File: config.mk
export PLATFORM = sky130hd
export DESIGN_NAME = mem_access_stage
export DESIGN_NICKNAME = d
export VERILOG_FILES = /design/src/rtl/mem_access_stage.sv
export SDC_FILE = /design/constraint.sdc
export NUM_CORES = 1
export LEC_CHECK = 0
export BUFFER_PORTS_ARGS = -buffer_cell sky130_fd_sc_hd__buf_2
export CORE_UTILIZATION = 30
export DETAILED_ROUTE_END_ITERATION = 16
export GPL_TIMING_DRIVEN = 0
export PLACE_DENSITY = 0.54
export SLEW_MARGIN = 15
export SYNTH_ARGS = -nofsm -noshare
export SYNTH_HDL_FRONTEND = slang
export SYNTH_SLANG_ARGS = --single-unit
export TNS_END_PERCENT = 50
File: constraint.sdc
create_clock -name clock -period 2.8 [get_ports clock]
set_input_delay 0.56 -clock clock [delete_from_list [all_inputs] [get_ports clock]]
set_output_delay 0.56 -clock clock [all_outputs]
set_load 0.05 [all_outputs]
File: src/rtl/mem_access_stage.sv
// Memory-access stage: MIPS byte/half/word loads and stores over a req/ack port, ALU passthrough otherwise.
// Big-endian: byte lane 0 is bits [31:24] and mem_be[3]; in_ready drops while an access is outstanding.
module mem_access_stage #(
  parameter int TIMEOUT_CYCLES = 255
) (
  input  logic        clock,
  input  logic        reset_n,
  input  logic        in_valid,
  output logic        in_ready,
  input  logic [31:0] insn,
  input  logic [31:0] pc,
  input  logic [31:0] alu_result,
  input  logic [31:0] rt,
  input  logic        in_wb,
  output logic        mem_req,
  output logic        mem_we,
  output logic [31:0] mem_addr,
  output logic [3:0]  mem_be,
  output logic [31:0] mem_wdata,
  input  logic        mem_ack,
  input  logic [31:0] mem_rdata,
  output logic        out_valid,
  output logic [31:0] out_data,
  output logic        out_wb,
  output logic [31:0] out_pc,
  output logic        out_fault
);
  localparam int CW = (TIMEOUT_CYCLES > 1) ? $clog2(TIMEOUT_CYCLES) : 1;
  localparam logic [CW-1:0] CNT_LAST = CW'((TIMEOUT_CYCLES > 0) ? TIMEOUT_CYCLES - 1 : 0);

  localparam logic [5:0] OP_LB  = 6'h20;
  localparam logic [5:0] OP_LH  = 6'h21;
  localparam logic [5:0] OP_LW  = 6'h23;
  localparam logic [5:0] OP_LBU = 6'h24;
  localparam logic [5:0] OP_LHU = 6'h25;
  localparam logic [5:0] OP_SB  = 6'h28;
  localparam logic [5:0] OP_SH  = 6'h29;
  localparam logic [5:0] OP_SW  = 6'h2B;

  typedef enum logic {S_IDLE, S_WAIT} state_t;

  state_t        state;
  logic [CW-1:0] cnt;
  logic [5:0]    op_q;
  logic [1:0]    off_q;
  logic [31:0]   pc_q;

  logic [5:0]  op;
  logic [1:0]  off;
  logic        is_load, is_store, is_half, is_word, misaligned;
  logic [3:0]  be_nx;
  logic [31:0] wdata_nx;
  logic [7:0]  rd_byte;
  logic [15:0] rd_half;
  logic [31:0] load_data;
  logic        unused_insn;

  assign op          = insn[31:26];
  assign off         = alu_result[1:0];
  assign in_ready    = (state == S_IDLE);
  assign unused_insn = ^insn[25:0];

  always_comb begin
    is_load  = 1'b0;
    is_store = 1'b0;
    is_half  = 1'b0;
    is_word  = 1'b0;
    be_nx    = 4'b1111;
    wdata_nx = rt;
    case (op)
      OP_LB, OP_LBU: is_load = 1'b1;
      OP_LH, OP_LHU: begin is_load = 1'b1; is_half = 1'b1; end
      OP_LW:         begin is_load = 1'b1; is_word = 1'b1; end
      OP_SB: begin
        is_store = 1'b1;
        be_nx    = 4'b1000 >> off;
        wdata_nx = {4{rt[7:0]}};
      end
      OP_SH: begin
        is_store = 1'b1;
        is_half  = 1'b1;
        be_nx    = off[1] ? 4'b0011 : 4'b1100;
        wdata_nx = {2{rt[15:0]}};
      end
      OP_SW: begin is_store = 1'b1; is_word = 1'b1; end
      default: ;
    endcase
    misaligned = (is_half && off[0]) || (is_word && (off != 2'b00));
  end

  // Lane extraction uses the offset captured at request time, not the live input.
  always_comb begin
    case (off_q)
      2'd0:    rd_byte = mem_rdata[31:24];
      2'd1:    rd_byte = mem_rdata[23:16];
      2'd2:    rd_byte = mem_rdata[15:8];
      default: rd_byte = mem_rdata[7:0];
    endcase
    rd_half = off_q[1] ? mem_rdata[15:0] : mem_rdata[31:16];
    case (op_q)
      OP_LB:   load_data = {{24{rd_byte[7]}}, rd_byte};
      OP_LBU:  load_data = {24'h0, rd_byte};
      OP_LH:   load_data = {{16{rd_half[15]}}, rd_half};
      OP_LHU:  load_data = {16'h0, rd_half};
      default: load_data = mem_rdata;
    endcase
  end

  always_ff @(posedge clock or negedge reset_n) begin
    if (!reset_n) begin
      state     <= S_IDLE;
      cnt       <= '0;
      op_q      <= '0;
      off_q     <= '0;
      pc_q      <= '0;
      mem_req   <= 1'b0;
      mem_we    <= 1'b0;
      mem_addr  <= '0;
      mem_be    <= '0;
      mem_wdata <= '0;
      out_valid <= 1'b0;
      out_data  <= '0;
      out_wb    <= 1'b0;
      out_pc    <= '0;
      out_fault <= 1'b0;
    end else begin
      out_valid <= 1'b0;
      out_fault <= 1'b0;
      case (state)
        S_IDLE: begin
          if (in_valid) begin
            if (!(is_load || is_store)) begin
              out_valid <= 1'b1;
              out_data  <= alu_result;
              out_wb    <= in_wb;
              out_pc    <= pc;
            end else if (misaligned) begin
              out_valid <= 1'b1;
              out_fault <= 1'b1;
              out_data  <= '0;
              out_wb    <= 1'b0;
              out_pc    <= pc;
            end else begin
              mem_req   <= 1'b1;
              mem_we    <= is_store;
              mem_addr  <= {alu_result[31:2], 2'b00};
              mem_be    <= be_nx;
              mem_wdata <= wdata_nx;
              op_q      <= op;
              off_q     <= off;
              pc_q      <= pc;
              cnt       <= '0;
              state     <= S_WAIT;
            end
          end
        end
        S_WAIT: begin
          // Ack is checked first so an ack on the expiry edge completes normally.
          if (mem_ack) begin
            mem_req   <= 1'b0;
            mem_we    <= 1'b0;
            out_valid <= 1'b1;
            out_data  <= mem_we ? 32'h0 : load_data;
            out_wb    <= !mem_we;
            out_pc    <= pc_q;
            state     <= S_IDLE;
          end else if ((TIMEOUT_CYCLES != 0) && (cnt == CNT_LAST)) begin
            mem_req   <= 1'b0;
            mem_we    <= 1'b0;
            out_valid <= 1'b1;
            out_fault <= 1'b1;
            out_data  <= '0;
            out_wb    <= 1'b0;
            out_pc    <= pc_q;
            state     <= S_IDLE;
          end else begin
            cnt <= cnt + 1'b1;
          end
        end
        default: state <= S_IDLE;
      endcase
    end
  end
endmodule

==> results.json, run 1 <==
{
  "outcome": "finished, final reports clean",
  "finalSetupTns_ns": 0,
  "synthFlopType": "dfrtp_1",
  "drt-met1-wl_mm": 12.7,
  "gp_congestion": 0.832,
  "postCtsSetupBuffers": 0,
  "yosys_warnings": 0,
  "critPathMaxStageDelay_ns": 0.44,
  "syn_inst": 789,
  "synthTopCellsByArea": "dfrtp_1, mux2_4, mux2i_1",
  "rrSetupSlack_ns": 0.27,
  "rr_worst_depth": 8,
  "ys_seq_area_share_pct": 50.9,
  "required_ns": 3.17,
  "numCtsBuffers": 17,
  "fin_skew_ns": 0.0159,
  "synth.avg_cell_area_sq_um": 11.5,
  "die_w_um": 176,
  "finalNonFillerCells": 1488,
  "cts_tree": "built",
  "synth_top_area_cell": "dfrtp_1",
  "cts-root-buf": "clkbuf_16",
  "fmax_ghz": 0.396,
  "drc": 0,
  "drt_pre_antenna_iters": 5,
  "yosysTopAreaCellShare_pct": 50.9,
  "cp_data_arrival_time_ns": 2.89,
  "num_vias": 7308,
  "portBuffers": 273,
  "antenna_left": 0,
  "max_slew_margin_pct": 41.2,
  "worstPathMaxFanout": 10,
  "fin_crit_sh_pct": 90.2,
  "antenna_found_initial": 3,
  "rsz0062_at_grt": "false",
  "dieArea_sq_um": 30800,
  "worst_slew_pin_slew_ns": 0.880,
  "coreArea_sq_um": 29600,
  "ctsHtreeMaxLevel": 4,
  "synth_area_sq_um": 9040,
  "slowest_stage": "clkbuf_1",
  "setup_slack_ns": 0.273,
  "nNetsFinal": 1250,
  "reg2reg_to": "out_data[6]",
  "worstSetupEndpointType": "register",
  "hold_violations": 0,
  "leakage_nw": 5.65,
  "area_delta_synth_final_pct": 27.8,
  "ios": 303,
  "synthArstFlopShare_pct": 100,
  "vdd_drop_max_mv": 0.421,
  "die_height_um": 176,
  "cts_resized": 0,
  "gr-total-overflow": 0,
  "cp-startpoint": "state",
  "setup_viol": 0,
  "layout-drive-gt1-share_pct": 40.3,
  "hold_path.class": "input pin to async pin",
  "initial_core_util_pct": 30.5,
  "grt_use_total_pct": 18.9,
  "wl_per_cell_um": 19.3,
  "avgViaCountPerCell": 4.91,
  "wl_met3_mm": 2.30,
  "grt_max_degree": 97,
  "routed.top_layer": "met5",
  "cts_hold_buf": 0,
  "wl_mm": 28.8,
  "drt_iter0_drc": 276,
  "powerDensity_nw_per_um2": 870,
  "grt_pass1_vias": 7345,
  "grt_pass1_wl_mm": 44.3,
  "crit_buf_inv": 3,
  "rows": 63,
  "clock-sinks": 184,
  "fin_crit_ns": 2.53,
  "clockBufferDepth": 2,
  "synth-seq-cells": 184,
  "hpwl_mm": 21.2,
  "cp-start-kind": "register",
  "dp.cells": 1454,
  "clock_latency_ns": 0.45,
  "path_cells": "buf_2 > and3b_1 > clkbuf_1 > clkbuf_1 > o21ai_0 > nor4_1 > a21oi_1 > o21ai_0",
  "place_ws_ns": 0.0518,
  "synth_cell_types": 52,
  "cp_top_family": "buffers and inverters",
  "clkTransAtPathRegs_ns": 0.08,
  "routed-wl-met2_mm": 13.2,
  "drv_cap": 0,
  "drv_slew": 0,
  "crit_type": "register to register",
  "synth_edf_count": 0,
  "r2r_start": "state"
}
-- metrics by stage --
stage	area [sq um]	hold WS (ns)	util [%]	total power, mW
6_report	11600	0.107	39.0	10.0
5_1_grt	11500	0.160	39.0	10.6
3_5_place_dp	10900	0.464	36.9	7.59
3_3_place_gp	10900	0.455	36.8	7.54
2_1_floorplan	9050	0.264	-	6.51
4_1_cts	11500	0.137	39.0	10.2
-- Yosys cell counts, drive strengths merged (2+ instances only) --
cell and instances:
a2111oi 2, a21boi 2, a21o 18, a21oi 43
a221oi 17, and3 2, buf 36, clkbuf 21
dfrtp 184, ha 2, inv 4, mux2 86
mux2i 55, mux4 8, nand2 85, nand2b 7
nand3 4, nand4 3, nor2 61, nor2b 3
nor3 15, nor4 8, nor4b 2, o21a 2
o21ai 98, o31ai 2, xor2 5
-- area by class of cell --
class                           instances  area (sq um)
Antenna cell                            2          5.00
Clock buffer                           17           425
Buffer                                 57           348
Fill cell                            3009         18100
Inverter                                4          15.0
Tap cell                              390           488
Multi-Input combinational cell        545          4080
Timing Repair Buffer                  274          1400
Sequential cell                       184          4600
Clock inverter                         15           184
-- cell usage in the layout (no fill, tap or decap), drive strengths merged, types with 2 or more instances in the layout --
cell | netlist | final
o21ai | 98 | 98
mux2 | 86 | 86
o21a | 2 | 2
a2111oi | 2 | 2
nor2 | 61 | 61
a21o | 18 | 18
inv | 4 | 11
o31ai | 2 | 2
nor4 | 8 | 8
clkinv | 0 | 7
nand2b | 7 | 7
mux2i | 55 | 55
xor2 | 5 | 5
a21oi | 43 | 43
ha | 2 | 2
conb | 1 | 2
mux4 | 8 | 8
and3 | 2 | 2
diode | 0 | 2
dfrtp | 184 | 184
clkbuf | 21 | 38
nand3 | 4 | 4
a221oi | 17 | 17
nor2b | 3 | 3
nand4 | 3 | 3
nor4b | 2 | 2
buf | 36 | 310
nand2 | 85 | 85
nor3 | 15 | 15
a21boi | 2 | 2
-- power by group --
group          switching, mW  leakage, nW  internal [mW]  total, mW
combinational           2.68         3.11           1.23       3.90
sequential             0.356         2.24           3.27       3.62
clock                   1.24        0.298           1.29       2.52
-- routing by layer --
metal,vias up,GRT usage [%]
li1,3409,-
met1,3574,24.7
met2,290,30.3
met3,33,5.37
met4,2,5.65
met5,-,0
-- worst reg2reg max path, cell delays in order, from the launching register on --
cell	delay (ns)
dfrtp_1	0.32
buf_2	0.28
and3b_1	0.25
clkbuf_1	0.37
clkbuf_1	0.44
o21ai_0	0.16
nor4_1	0.39
a21oi_1	0.09
o21ai_0	0.16
-- worst max-delay path by stage --
stage,depth (start not counted),slack [ns],endpoint
4_1_cts,8,0.16,out_data[6]
5_1_grt,8,0.06,out_data[6]
3_3_place_gp,1,-2.10,mem_wdata[2]
6_report,8,0.27,out_data[6]
3_5_place_dp,6,0.05,out_pc[14]
2_1_floorplan,6,0.69,mem_be[2]
-- flip-flops by register name, summed over array words and instances (netlist names) --
register and count:
off_q 2, cnt 8, mem_we 1, pc_q 32, op_q 6, mem_addr 30, out_fault 1, state 1
out_wb 1, out_pc 32, mem_wdata 32, mem_be 4, mem_req 1, out_data 32, out_valid 1
-- cells by family (layout without fill, tap and decap cells) --
group	after synthesis	count (layout)	synth area share (%)
simple gates	195	195	9.42
compound gates	192	192	12.9
flops	184	184	50.9
mux	149	149	22.0
buf+inv	61	367	4.01
xor+xnor	5	5	0.484
fa+ha+maj	2	2	0.277
other cells	1	4	0.0415
No activity file was read; power rests on OpenSTA's default activity.
==> run 2: changes to the inputs <==
--- a/config.mk
+++ b/config.mk
@@ -10,6 +10,7 @@
 export DETAILED_ROUTE_END_ITERATION = 16
 export GPL_TIMING_DRIVEN = 0
 export PLACE_DENSITY = 0.54
+export REMOVE_ABC_BUFFERS = 1
 export SLEW_MARGIN = 15
 export SYNTH_ARGS = -nofsm -noshare
 export SYNTH_HDL_FRONTEND = slang
==> results.json, run 2 (synthesized netlist as in run 1, its figures left out) <==
{
  "total_power_mw": 9.98,
  "layout-drive-gt1-share_pct": 40.7,
  "register_area_sq_um": 4610,
  "cts-root-buf": "clkbuf_16",
  "antenna_left": 0,
  "clockBufferDepth": 2,
  "drt_iter0_drc": 416,
  "num_vias": 7018,
  "cts_hold_buf": 0,
  "vdd_drop_max_mv": 0.417,
  "wl_per_cell_um": 18.7,
  "ios": 303,
  "cts_tree": "built",
  "multiInputGateArea_sq_um": 4170,
  "hold_path.class": "input pin to async pin",
  "max_slew_margin_pct": 41.7,
  "setup_viol": 0,
  "ctsHtreeMaxLevel": 4,
  "whs_ns": 0.101,
  "rr_worst_depth": 7,
  "clock-sinks": 184,
  "gp_congestion": 0.796,
  "leakage_nw": 5.60,
  "portBuffers": 274,
  "fin_skew_ns": 0.00900,
  "mostFrequentLayoutCell": "buf_2",
  "worstPathMaxFanout": 76,
  "drv_slew": 0,
  "final_cell_mix": "buf_2, dfrtp_1, nand2_1",
  "powerDensity_nw_per_um2": 865,
  "crit_type": "register to register",
  "die_w_um": 176,
  "drv_cap": 0,
  "worstSetupEndpoint": "out_data[15]",
  "postCtsSetupBuffers": 0,
  "grt_pass1_wl_mm": 41.2,
  "avgViaCountPerCell": 4.86,
  "fin_crit_sh_pct": 91.9,
  "antennaDiodeCount": 0,
  "drt_pre_antenna_iters": 5,
  "reg2reg_to": "out_data[15]",
  "cp-startpoint": "state",
  "antenna_found_initial": 1,
  "coreArea_sq_um": 29600,
  "hold_violations": 0,
  "rrSetupSlack_ns": 0.23,
  "rsz0062_at_grt": "false",
  "wl_mm": 27.0,
  "required_ns": 3.17,
  "grt_pass1_vias": 7001,
  "initial_core_util_pct": 30.5,
  "nNetsFinal": 1209,
  "grt_max_degree": 96,
  "fillers": 2976,
  "gr-total-overflow": 0,
  "cp_data_arrival_time_ns": 2.94,
  "fmax_ghz": 0.389,
  "drc": 0,
  "clkTransAtPathRegs_ns": 0.08,
  "worstSetupEndpointType": "register",
  "die_height_um": 176,
  "hpwl_mm": 18.8,
  "outcome": "finished, final reports clean",
  "r2r_start": "state",
  "numCtsBuffers": 17,
  "area_delta_synth_final_pct": 27.7,
  "worst_slew_pin_slew_ns": 0.873,
  "cp-start-kind": "register",
  "clock_latency_ns": 0.45,
  "grt_use_total_pct": 17.5,
  "rows": 63,
  "fin_crit_ns": 2.57,
  "dieArea_sq_um": 30800
}
run 2: changes by cell type in the layout (fill, tap and decap cells not counted), moves of 4 or more:
cell      previous run  this run
clkbuf_1            20         0
buf_2              288       273
buf_6               13         1
buf_12               0         5
buf_16               1         6
clkinv_8             4         0
run 2: worst min-delay path by stage:
stage	start	to	slack (ns)
final	reset_n	mem_addr[6]	0.10
after CTS	reset_n	pc_q[30]	0.13
after detailed placement	mem_req	mem_req	0.46
after floorplan	reset_n	cnt[0]	0.26
after global placement	mem_req	mem_req	0.46
after global routing	reset_n	mem_addr[6]	0.12
run 2: layout make-up:
class | count | area share [%]
tap | 390 | 4.23
inverter | 4 | 0.173
multi-input combinational | 546 | 36.1
clock inverter | 15 | 1.35
timing repair buffer | 289 | 14.6
sequential | 184 | 39.9
clock buffer | 17 | 3.68
run 2: timing repair:
item | 4_1_cts | 5_1_grt
pin swaps | 0 | 1
resized for setup | 4 | 7
endpoints found under the setup margin | 25 | 25
cloned | 0 | 1
run 2: critical path, stage by stage, from the launching register on:
cell and delay [ns]:
dfrtp_4 0.61, inv_1 0.31, nand2_1 0.26, o32a_4 0.55, buf_16 0.26, inv_6 0.26
nor2_1 0.07, a31oi_1 0.14
run 2: power by group:
| group | switching, mW | internal, mW | leakage [nW] |
|---|---|---|---|
| clock | 1.22 | 1.27 | 0.278 |
| combinational | 2.58 | 1.22 | 3.09 |
| sequential | 0.428 | 3.27 | 2.24 |
| total | 4.23 | 5.75 | 5.60 |
run 2: per-layer routing:
metal  track usage (%)  wire length [um]
met5                 0                13
met4              4.28               231
met3              5.39              1860
met2              27.2             12500
met1              23.5             12300
run 2: per-stage QoR:
stage,instances,instance area (sq um),setup WS [ns],util (%),setup TNS (ns)
2_1_floorplan,733,8700,-3.05,-,-376.72
6_report,1445,11500,0.227,39.0,0
3_3_place_gp,1397,10600,-5.57,35.6,-1151.07
3_5_place_dp,1412,10900,-0.498,36.8,-20.05
4_1_cts,1444,11500,0.00881,38.8,0
5_1_grt,1445,11500,0.0117,39.0,0
==> run 3: changes to the inputs <==
--- a/config.mk
+++ b/config.mk
@@ -7,6 +7,7 @@
 export LEC_CHECK = 0
 export BUFFER_PORTS_ARGS = -buffer_cell sky130_fd_sc_hd__buf_2
 export CORE_UTILIZATION = 30
+export CTS_BUF_LIST = sky130_fd_sc_hd__clkbuf_4 sky130_fd_sc_hd__clkbuf_8
 export DETAILED_ROUTE_END_ITERATION = 16
 export GPL_TIMING_DRIVEN = 0
 export PLACE_DENSITY = 0.54
==> constraint.sdc (replaced) <==
create_clock -name clock -period 3.16 [get_ports clock]
set_input_delay 0.632 -clock clock [delete_from_list [all_inputs] [get_ports clock]]
set_output_delay 0.632 -clock clock [all_outputs]
set_load 0.05 [all_outputs]
==> results.json, run 3 (synthesized netlist as in run 1, its figures left out) <==
{
  "total_power_mw": 8.28,
  "dieArea_sq_um": 30800,
  "fillers": 3002,
  "fmax_ghz": 0.350,
  "setup_viol": 0,
  "leakage_nw": 5.51,
  "fin_skew_ns": 0.00958,
  "cp-start-kind": "register",
  "grt_pass1_vias": 7003,
  "final_util_pct": 38.1,
  "die_height_um": 176,
  "nNetsFinal": 1208,
  "wl_per_cell_um": 18.2,
  "hpwl_mm": 18.8,
  "fin_crit_sh_pct": 90.4,
  "clockBufferDepth": 2,
  "initial_core_util_pct": 30.5,
  "worstSetupEndpointType": "register",
  "rows": 63,
  "portBuffers": 274,
  "area_delta_synth_final_pct": 24.9,
  "vdd_drop_max_mv": 0.348,
  "cts-root-buf": "clkbuf_8",
  "outcome": "finished, final reports clean",
  "num_vias": 6962,
  "fin_area_sq_um": 11300,
  "clkTransAtPathRegs_ns": 0.11,
  "cts_resized": 0,
  "register_area_sq_um": 4610,
  "multiInputGateArea_sq_um": 4120,
  "grt_max_degree": 96,
  "coreArea_sq_um": 29600,
  "grt_pass1_wl_mm": 41.1,
  "antenna_found_initial": 1,
  "gr-total-overflow": 0,
  "required_ns": 3.51,
  "wl_mm": 26.3,
  "ctsHtreeMaxLevel": 4,
  "ios": 303,
  "rsz0062_at_grt": "false",
  "gp_congestion": 0.796,
  "max_slew_margin_pct": 36.1,
  "clock_latency_ns": 0.49,
  "cp_data_arrival_time_ns": 3.21,
  "powerDensity_nw_per_um2": 733,
  "drv_cap": 0,
  "dpl_cell_area_sq_um": 10900,
  "worst_slew_pin_slew_ns": 0.953,
  "fin_crit_ns": 2.86,
  "hold_violations": 0,
  "drt_pre_antenna_iters": 5,
  "clock-sinks": 184,
  "postCtsSetupBuffers": 0,
  "avgViaCountPerCell": 4.82,
  "worstPathMaxFanout": 76,
  "numCtsBuffers": 17,
  "hold_path.class": "input pin to async pin",
  "cts_hold_buf": 0,
  "drt_iter0_drc": 450,
  "layout-drive-gt1-share_pct": 40.6,
  "finalSetupTns_ns": 0,
  "mostFrequentLayoutCell": "buf_2",
  "whs_ns": 0.109,
  "drv_slew": 0,
  "grt_use_total_pct": 17.5,
  "cts_tree": "built",
  "die_w_um": 176,
  "drc": 0,
  "antenna_left": 0,
  "crit_type": "register to register",
  "final_cell_mix": "buf_2, dfrtp_1, nand2_1"
}
run 3: changes by cell type in the layout (fill, tap and decap cells not counted), sizes merged:
cell	delta
o32a	-1
diode	+1
run 3: final cells by class:
| type | instances | share of cell area (%) |
|---|---|---|
| tap | 390 | 4.32 |
| inverter | 4 | 0.133 |
| timing repair buffer | 289 | 14.9 |
| multi-input combinational | 545 | 36.4 |
| clock inverter | 15 | 1.38 |
| sequential | 184 | 40.8 |
| antenna | 1 | 0.0222 |
| clock buffer | 17 | 2.07 |
run 3: report_power, final:
part	internal (mW)	total, mW	leakage (nW)	switching (mW)
Sequential	2.89	3.27	2.24	0.379
Combinational	1.07	3.35	3.08	2.27
Clock	0.656	1.66	0.190	1.00
run 3: final timing paths:
check | to | depth (start not counted) | slack, ns | startpoint
worst max-delay path | out_data[8] | 7 | 0.30 | state
worst min-delay path | mem_addr[6] | 1 | 0.11 | reset_n
worst max register to register | out_data[8] | 7 | 0.30 | state
worst min register to register | mem_req | 2 | 0.48 | mem_req
max in group asynchronous | mem_wdata[27] | 2 | 2.08 | reset_n
min in group clock | pc_q[30] | 2 | 0.38 | pc[30]
run 3: per-stage QoR:
stage	cells	setup WS [ns]
after global routing	1444	0.0280
after floorplan	733	-2.77
after CTS	1444	0.0742
after global placement	1397	-5.28
final	1445	0.303
after detailed placement	1412	-0.210
run 3: metal layers:
layer,GRT usage (%),wire length [um],vias to the layer above
met3,5.39,1920,16
li1,-,-,3319
met1,23.5,12200,3379
met4,4.17,235,2
met5,0,13,-
met2,27.3,12000,246
run 3: critical path, stage by stage, from the launching register on:
cell,delay [ns]
dfrtp_2,0.68
nand2b_1,0.20
a41oi_2,0.44
o32a_4,0.47
buf_16,0.32
inv_2,0.32
nor2_1,0.19
a21oi_1,0.06
